$ cat src/rtl/cpu5_lsu_pkg.sv
// Shared definitions for the cpu5 load/store unit: access sizes, FSM encoding
// and the small per-request helper functions used by the LSU.
package cpu5_lsu_pkg;

    localparam int CPU5_XLEN = 32;

    localparam int         CPU5_LSU_SIZE_WIDTH = 2;
    localparam logic [1:0] CPU5_LSU_SIZE_B     = 2'd0;
    localparam logic [1:0] CPU5_LSU_SIZE_H     = 2'd1;
    localparam logic [1:0] CPU5_LSU_SIZE_W     = 2'd2;

    localparam int CPU5_LSU_STATE_WIDTH = 2;

    typedef enum logic [CPU5_LSU_STATE_WIDTH-1:0] {
        LSU_IDLE = 2'd0,
        LSU_BUS  = 2'd1,
        LSU_DONE = 2'd2
    } lsu_state_t;

    // Size 3 is not a legal access and is reported as a fault like misalignment.
    function automatic logic lsu_misaligned(input logic [CPU5_LSU_SIZE_WIDTH-1:0] size,
                                            input logic [1:0]                     addr_lo);
        logic result;
        case (size)
            CPU5_LSU_SIZE_B: result = 1'b0;
            CPU5_LSU_SIZE_H: result = addr_lo[0];
            CPU5_LSU_SIZE_W: result = (addr_lo != 2'b00);
            default:         result = 1'b1;
        endcase
        return result;
    endfunction

    function automatic logic [3:0] lsu_byte_en(input logic [CPU5_LSU_SIZE_WIDTH-1:0] size,
                                               input logic [1:0]                     addr_lo);
        logic [3:0] be;
        case (size)
            CPU5_LSU_SIZE_B: be = 4'b0001 << addr_lo;
            CPU5_LSU_SIZE_H: be = 4'b0011 << {addr_lo[1], 1'b0};
            default:         be = 4'b1111;
        endcase
        return be;
    endfunction

    // Store data is replicated across every lane so the byte enables alone pick the target.
    function automatic logic [CPU5_XLEN-1:0] lsu_store_data(input logic [CPU5_LSU_SIZE_WIDTH-1:0] size,
                                                            input logic [CPU5_XLEN-1:0]           wdata);
        logic [CPU5_XLEN-1:0] data;
        case (size)
            CPU5_LSU_SIZE_B: data = {4{wdata[7:0]}};
            CPU5_LSU_SIZE_H: data = {2{wdata[15:0]}};
            default:         data = wdata;
        endcase
        return data;
    endfunction

endpackage

$ cat src/rtl/cpu5_lsu_if.sv
// Word-wide memory bus between the LSU (master) and the data memory (slave).
interface cpu5_lsu_if
    import cpu5_lsu_pkg::*;
#(
    parameter int XLEN = CPU5_XLEN
) ();

    logic            mem_valid;
    logic            mem_we;
    logic [XLEN-1:0] mem_addr;
    logic [XLEN-1:0] mem_wdata;
    logic [3:0]      mem_be;
    logic            mem_ready;
    logic [XLEN-1:0] mem_rdata;

    modport master (
        output mem_valid,
        output mem_we,
        output mem_addr,
        output mem_wdata,
        output mem_be,
        input  mem_ready,
        input  mem_rdata
    );

    modport slave (
        input  mem_valid,
        input  mem_we,
        input  mem_addr,
        input  mem_wdata,
        input  mem_be,
        output mem_ready,
        output mem_rdata
    );

endinterface

$ cat src/rtl/cpu5_lsu_align.sv
// Combinational load alignment: picks the addressed byte/half out of the bus
// word and sign- or zero-extends it to XLEN.
module cpu5_lsu_align
    import cpu5_lsu_pkg::*;
#(
    parameter int XLEN = CPU5_XLEN
) (
    input  logic [XLEN-1:0]                mem_rdata,
    input  logic [CPU5_LSU_SIZE_WIDTH-1:0] size,
    input  logic                           is_unsigned,
    input  logic [1:0]                     offset,
    output logic [XLEN-1:0]                load_data
);

    logic [7:0]  byte_lane [4];
    logic [15:0] half_lane [2];
    logic [7:0]  byte_sel;
    logic [15:0] half_sel;

    generate
        for (genvar gi = 0; gi < 4; gi++) begin : g_byte_lane
            assign byte_lane[gi] = mem_rdata[8*gi +: 8];
        end
        for (genvar gi = 0; gi < 2; gi++) begin : g_half_lane
            assign half_lane[gi] = mem_rdata[16*gi +: 16];
        end
    endgenerate

    assign byte_sel = byte_lane[offset];
    assign half_sel = half_lane[offset[1]];

    always_comb begin
        load_data = mem_rdata;
        case (size)
            CPU5_LSU_SIZE_B: load_data = {{(XLEN-8){~is_unsigned & byte_sel[7]}}, byte_sel};
            CPU5_LSU_SIZE_H: load_data = {{(XLEN-16){~is_unsigned & half_sel[15]}}, half_sel};
            default:         load_data = mem_rdata;
        endcase
    end

endmodule

$ cat src/rtl/cpu5_lsu.sv
// cpu5 load/store unit: one aligned access at a time, IDLE -> BUS -> DONE,
// with misaligned/illegal requests faulted immediately without a bus cycle.
module cpu5_lsu
    import cpu5_lsu_pkg::*;
#(
    parameter int XLEN = CPU5_XLEN
) (
    input  logic                           clk,
    input  logic                           reset,
    input  logic                           req_valid,
    input  logic                           req_we,
    input  logic [CPU5_LSU_SIZE_WIDTH-1:0] req_size,
    input  logic                           req_unsigned,
    input  logic [XLEN-1:0]                req_addr,
    input  logic [XLEN-1:0]                req_wdata,
    output logic                           stall,
    output logic [XLEN-1:0]                rdata,
    output logic                           misalign,
    cpu5_lsu_if.master                     bus
);

    lsu_state_t state_reg;
    lsu_state_t state_next;

    logic                           we_reg;
    logic [CPU5_LSU_SIZE_WIDTH-1:0] size_reg;
    logic                           unsigned_reg;
    logic [1:0]                     offset_reg;
    logic [XLEN-1:0]                addr_reg;
    logic [3:0]                     be_reg;
    logic [XLEN-1:0]                wdata_reg;
    logic [XLEN-1:0]                rdata_reg;

    logic            req_misaligned;
    logic            capture;
    logic            rdata_load;
    logic [XLEN-1:0] load_data;

    assign req_misaligned = lsu_misaligned(req_size, req_addr[1:0]);

    always_comb begin
        state_next = state_reg;
        capture    = 1'b0;
        rdata_load = 1'b0;
        stall      = 1'b0;
        misalign   = 1'b0;
        case (state_reg)
            LSU_IDLE: begin
                if (req_valid) begin
                    if (req_misaligned) begin
                        misalign = 1'b1;
                    end else begin
                        stall      = 1'b1;
                        capture    = 1'b1;
                        state_next = LSU_BUS;
                    end
                end
            end
            LSU_BUS: begin
                stall = 1'b1;
                if (bus.mem_ready) begin
                    rdata_load = ~we_reg;
                    state_next = LSU_DONE;
                end
            end
            LSU_DONE: begin
                state_next = LSU_IDLE;
            end
            default: begin
                state_next = LSU_IDLE;
            end
        endcase
        // Combinational outputs must not follow the inputs while reset is held.
        if (reset) begin
            stall    = 1'b0;
            misalign = 1'b0;
        end
    end

    always_ff @(posedge clk or posedge reset) begin
        if (reset) begin
            state_reg <= LSU_IDLE;
        end else begin
            state_reg <= state_next;
        end
    end

    // Request is latched once on acceptance so the bus stays stable while stalled.
    always_ff @(posedge clk or posedge reset) begin
        if (reset) begin
            we_reg       <= 1'b0;
            size_reg     <= CPU5_LSU_SIZE_B;
            unsigned_reg <= 1'b0;
            offset_reg   <= 2'b00;
            addr_reg     <= '0;
            be_reg       <= 4'b0000;
            wdata_reg    <= '0;
        end else if (capture) begin
            we_reg       <= req_we;
            size_reg     <= req_size;
            unsigned_reg <= req_unsigned;
            offset_reg   <= req_addr[1:0];
            addr_reg     <= {req_addr[XLEN-1:2], 2'b00};
            be_reg       <= lsu_byte_en(req_size, req_addr[1:0]);
            wdata_reg    <= lsu_store_data(req_size, req_wdata);
        end
    end

    always_ff @(posedge clk or posedge reset) begin
        if (reset) begin
            rdata_reg <= '0;
        end else if (rdata_load) begin
            rdata_reg <= load_data;
        end
    end

    cpu5_lsu_align #(
        .XLEN (XLEN)
    ) u_align (
        .mem_rdata   (bus.mem_rdata),
        .size        (size_reg),
        .is_unsigned (unsigned_reg),
        .offset      (offset_reg),
        .load_data   (load_data)
    );

    assign rdata         = rdata_reg;
    assign bus.mem_valid = (state_reg == LSU_BUS) && !reset;
    assign bus.mem_we    = we_reg;
    assign bus.mem_addr  = addr_reg;
    assign bus.mem_wdata = wdata_reg;
    assign bus.mem_be    = be_reg;

endmodule

$ cat src/flat_wrapper.sv
// flat-port wrapper written by rule: the top's interface ports become plain ports
module cpu5_lsu_flat import cpu5_lsu_pkg::*;
#(
    parameter int XLEN = CPU5_XLEN
)
  (clk, reset, req_valid, req_we, req_size, req_unsigned, req_addr, req_wdata, stall, rdata, misalign, bus_mem_valid, bus_mem_we, bus_mem_addr, bus_mem_wdata, bus_mem_be, bus_mem_ready, bus_mem_rdata);
  cpu5_lsu_if #(.XLEN(XLEN)) bus_i ();
  input  logic clk;
  input  logic reset;
  input  logic req_valid;
  input  logic req_we;
  input  logic [CPU5_LSU_SIZE_WIDTH-1:0] req_size;
  input  logic req_unsigned;
  input  logic [XLEN-1:0] req_addr;
  input  logic [XLEN-1:0] req_wdata;
  output logic stall;
  output logic [XLEN-1:0] rdata;
  output logic misalign;
  output wire logic [$bits(bus_i.mem_valid)-1:0] bus_mem_valid;
  output wire logic [$bits(bus_i.mem_we)-1:0] bus_mem_we;
  output wire logic [$bits(bus_i.mem_addr)-1:0] bus_mem_addr;
  output wire logic [$bits(bus_i.mem_wdata)-1:0] bus_mem_wdata;
  output wire logic [$bits(bus_i.mem_be)-1:0] bus_mem_be;
  input wire logic [$bits(bus_i.mem_ready)-1:0] bus_mem_ready;
  input wire logic [$bits(bus_i.mem_rdata)-1:0] bus_mem_rdata;
  assign bus_mem_valid = bus_i.mem_valid;
  assign bus_mem_we = bus_i.mem_we;
  assign bus_mem_addr = bus_i.mem_addr;
  assign bus_mem_wdata = bus_i.mem_wdata;
  assign bus_mem_be = bus_i.mem_be;
  assign bus_i.mem_ready = bus_mem_ready;
  assign bus_i.mem_rdata = bus_mem_rdata;
  cpu5_lsu #(.XLEN(XLEN)) u_core (.clk(clk), .reset(reset), .req_valid(req_valid), .req_we(req_we), .req_size(req_size), .req_unsigned(req_unsigned), .req_addr(req_addr), .req_wdata(req_wdata), .stall(stall), .rdata(rdata), .misalign(misalign), .bus(bus_i));
endmodule
$ cat config.mk
export PLATFORM = sky130hd
export DESIGN_NAME = cpu5_lsu_flat
export DESIGN_NICKNAME = d
export VERILOG_FILES = /design/src/rtl/cpu5_lsu_pkg.sv /design/src/rtl/cpu5_lsu_if.sv /design/src/rtl/cpu5_lsu_align.sv /design/src/rtl/cpu5_lsu.sv /design/src/flat_wrapper.sv
export SDC_FILE = /design/constraint.sdc
export NUM_CORES = 1
export LEC_CHECK = 0
export ABC_AREA = 1
export BUFFER_PORTS_ARGS = -buffer_cell sky130_fd_sc_hd__buf_2
export CORE_MARGIN = 5
export CORE_UTILIZATION = 40
export DETAILED_ROUTE_END_ITERATION = 10
export PLACE_DENSITY = 0.71
export SKIP_CTS_REPAIR_TIMING = 1
export SYNTH_ARGS = -nofsm -noshare
export SYNTH_HDL_FRONTEND = slang
export SYNTH_SLANG_ARGS = --single-unit
$ cat constraint.sdc
create_clock -name clk -period 4.6 [get_ports clk]
set_clock_uncertainty 0.15 [all_clocks]
set_input_delay 0.92 -clock clk [delete_from_list [all_inputs] [get_ports clk]]
set_output_delay 0.92 -clock clk [all_outputs]
set_load 0.05 [all_outputs]
# Word level (Yosys, flattened, before mapping)
# Cells that the tools add are included.
# word_totals
input_bits	104
out_inout_bits	104
regBits	106
elab_cells	58
# op_classes
n_shift	2
order_cmp	2
n_bitwise	6
muxes	25
n_eq_ne	7
reduce_logical	7
# ops
op	n
$pmux 32 s2	2
$mux 16	3
$bmux 8 s2	1
$mux 8	2
$mux 1	10
$pmux 4 s2	1
$eq 2x1->1 const B	3
$logic_not 2->1	3
$mux 2	3
$ne 2x2->1 const B	3
$pmux 2 s2	1
$shl 1x2->4 const A	1
$shl 2x2->4 const A	1
$ge 3x3->1 const B	1
$not 2->3	1
$pmux 1 s3	1
$reduce_and 3->1	1
$and 1x1->1	2
$eq 2x2->1 const B	1
$ge 2x2->1 const B	1
$not 1->1	2
$not 1->2	1
$pmux 1 s2	1
$reduce_bool 2->1	1
2 further kinds	2

# Depth between registers and ports, before layout
# logic_depth
word_depth	6
depth_mapped	10
mapped_depth_nobuf	9

# Hierarchy
# Synthesis repeated with hierarchy kept, for this count alone.
# hier_totals
cells_unflattened	720
area_unflattened_um2	5524.0
# modules_own_cells
mod	area_each_um2	n_inst	cells_per_inst	seq_area_each_um2
cpu5_lsu	4618.2	1	566	2652.5
cpu5_lsu_align	905.9	1	154	0.0

# Worst setup path before layout
# Ideal clock, no wire load.
# synth_path
path_kind	input port to output port
startpoint	in reset
endpoint	out misalign
n_path_buf	0
path_slack_ns	-1.301
t_required_ns	3.530
arrival_time_ns	4.831
path_stages	3
path_cell_list	inv_1 nand2_1 nor4_1
# synth_between
elab_chain_cells	1
# synth_lines
element	line	source
start, declared	flat_wrapper.sv:9	input logic reset;
$mux 1	cpu5_lsu.sv:74	if (reset) begin
end, declared	flat_wrapper.sv:18	output logic misalign;
# No other way between the ends.

# Worst setup path after layout
# Same ends and word-level chain as after synthesis.

==> reports/qor.yml <==
via_per_inst: 4.77
hold_violations: 0
crit_chain: "buf_2 -> clkinvlp_4 -> nand2_1 -> nor4_2 -> buf_2"
vias: 4781
setup_violations: 0
antenna_found_initial: 1
fin_setup_tns_ns: 0
place_area_mm2: 0.00613
r2r_cells: 7
reg2reg_setup_slack_ns: 2.28
grt_overflow: 0
power_density_mw_per_mm2: 687
dieWidth_um: 123
post-route-min-period_ns: 3.22
cts.sinks: 106
holdPathStages: 2
cts_buffer_depth: 2
pin_count: 208
setup_ws_ns: 1.38
drt_wl_total_mm: 14.3
met3WireLength_mm: 1.17
synthFlopType: "dfrtp_1"
arrival_ns: 2.15
wl_met2_mm: 6.49
layout-drive-gt1-share_pct: 30.7
required_ns: 3.53
design.core.area_mm2: 0.0125
path_depth: 5
ir_drop_mv: 0.306
fmax_mhz: 311
fill_cells: 1284
worst_r2r_endpoint: "u_core.rdata[6]"
critPathTopFamily: "buffers and inverters"
ant_nets: 0
grt_pass1_wl_mm: 22.6
drv_slew: 0
die_h_um: 123
avgRoutedWirePerCell_um: 14.3
critPathKind: "in2out"
leakage_uw: 0.00360
netlist_instances: 644
rr_startpoint: "u_core.state_reg[0]"
dp_slack_ns: 1.32
fin_crit_sh_pct: 70.0
status: "finished clean"
cts_buffers: 9
synth.area.top_cells: "dfrtp_1, nand2_1, o21ai_0"
nNetsFinal: 932
htree_levels: 3
final_cell_area_mm2: 0.00639
yosysUniqueCellTypes: 27
cts_tree: "done"
grt_max_degree: 99
routabilityCongestion: 0.854
wl_met1_mm: 6.42
worst_pin_slew_ns: 0.947
ys_ff_latch: 106
cts_root_buf: "clkbuf_16"
initial_core_util_pct: 40.5
port_buffers: 205
drtIter0Drc: 553
synth_area_mm2: 0.00507
rsz0062_at_grt: "no"
synth_top_area_share_pct: 52.3
areaGrowthSynthToFinish_pct: 25.9
max_slew_margin_pct: 36.9
synth_top_cell_by_area: "dfrtp_1"
cp_max_fo: 32
routed.top_layer: "met5"
drv_cap: 0
ys_warn_count: 0
endpoint_kind: "output port"
grtUsageTotal_pct: 19.1
die_area_mm2: 0.0150
yosysSeqAreaShare_pct: 52.3
crit_path_start_kind: "input pin"
critPathMaxStageDelay_ns: 0.45
hp-class: "reg2reg"
clkTransAtPathRegs_ns: 0.06
cp_slowest_cell: "clkinvlp_4"
hpwl_mm: 10.4
syn_area_per_cell_um2: 7.87
drc: 0
crit_top_cell: "buf_2"
synth_edf_count: 0
fp-row-count: 41
grt_pass1_vias: 4569
worst-path-buf-inv: 3
postSynth.asyncResetShare_pct: 100
dr.pass1.iters: 5
insertion_delay_ns: 0.34
synth.most_common_cell: "nand2_1"
critPathLaunch: "reset"
n_antenna_cell: 0
synthTopCellsByCount: "nand2_1, dfrtp_1, o21ai_0"
setup.worst_path.end: "misalign"
-- layout by cell type, fill, tap and decap left out, types with 4 or more instances in the layout --
cell | synthesis | layout
nand2_1 | 275 | 275
buf_2 | 18 | 205
dfrtp_1 | 106 | 106
o21ai_0 | 55 | 55
a21oi_1 | 52 | 52
inv_1 | 33 | 32
nor2_1 | 29 | 29
nand3_1 | 17 | 17
a21oi_2 | 11 | 11
clkbuf_16 | 0 | 9
nand2_2 | 5 | 5
or2_2 | 5 | 5
inv_2 | 4 | 4
buf_4 | 4 | 4
-- area by class of cell --
| type | count | area, um2 | area share, % |
|---|---|---|---|
| Clock inverter | 2 | 16.3 | 0.255 |
| Multi-Input combinational cell | 464 | 2060 | 32.2 |
| Timing Repair Buffer | 209 | 1060 | 16.5 |
| Clock buffer | 11 | 243 | 3.80 |
| Inverter | 38 | 148 | 2.31 |
| Sequential cell | 106 | 2650 | 41.5 |
| Tap cell | 172 | 215 | 3.37 |
-- per-layer routing --
layer / up-vias / track usage [%]
met4: 2 / 6.44
met5: - / 0
met3: 19 / 5.90
met2: 171 / 29.4
met1: 2195 / 25.6
li1: 2394 / -
-- cells by family after synthesis --
| logic type | count (synthesis) | share of synthesized area, % |
|---|---|---|
| flops | 106 | 52.3 |
| other cells | 1 | 0.0739 |
| compound gates | 122 | 13.0 |
| buf+inv | 75 | 7.35 |
| simple gates | 340 | 27.2 |
-- stage by stage --
step                std cells  util (%)  total power [uW]  hold WS [ns]
floorplan                 645         -              3180         0.325
global placement          989      49.0              3700         0.309
detailed placement        989      49.0              3720         0.310
CTS                      1002      51.0              4430         0.330
global route             1002      51.0              4640         0.341
finish                   1002      51.0              4390         0.326
-- tightest hold or removal path: stages (launching register included) --
cell and delay, ns:
dfrtp_1 0.34, nand2_1 0.05, nand2_1 0.05
-- where the power goes --
group | total [uW] | leakage, uW | internal [uW] | switching [uW]
Clock | 697 | 0.000124 | 374 | 323
Combinational | 2220 | 0.00217 | 497 | 1720
Sequential | 1470 | 0.00130 | 1260 | 214
Total | 4390 | 0.00360 | 2130 | 2250
-- worst min-delay path by stage --
stage,start,to
after floorplan,u_core.size_reg[0],u_core.size_reg[0]
after global placement,u_core.bus.mem_be[3],u_core.bus.mem_be[3]
after detailed placement,u_core.bus.mem_wdata[16],u_core.bus.mem_wdata[16]
after CTS,u_core.bus.mem_be[3],u_core.bus.mem_be[3]
after global routing,u_core.bus.mem_wdata[22],u_core.bus.mem_wdata[22]
final,u_core.bus.mem_addr[9],u_core.bus.mem_addr[9]
Power figures use the tool's default switching activity.
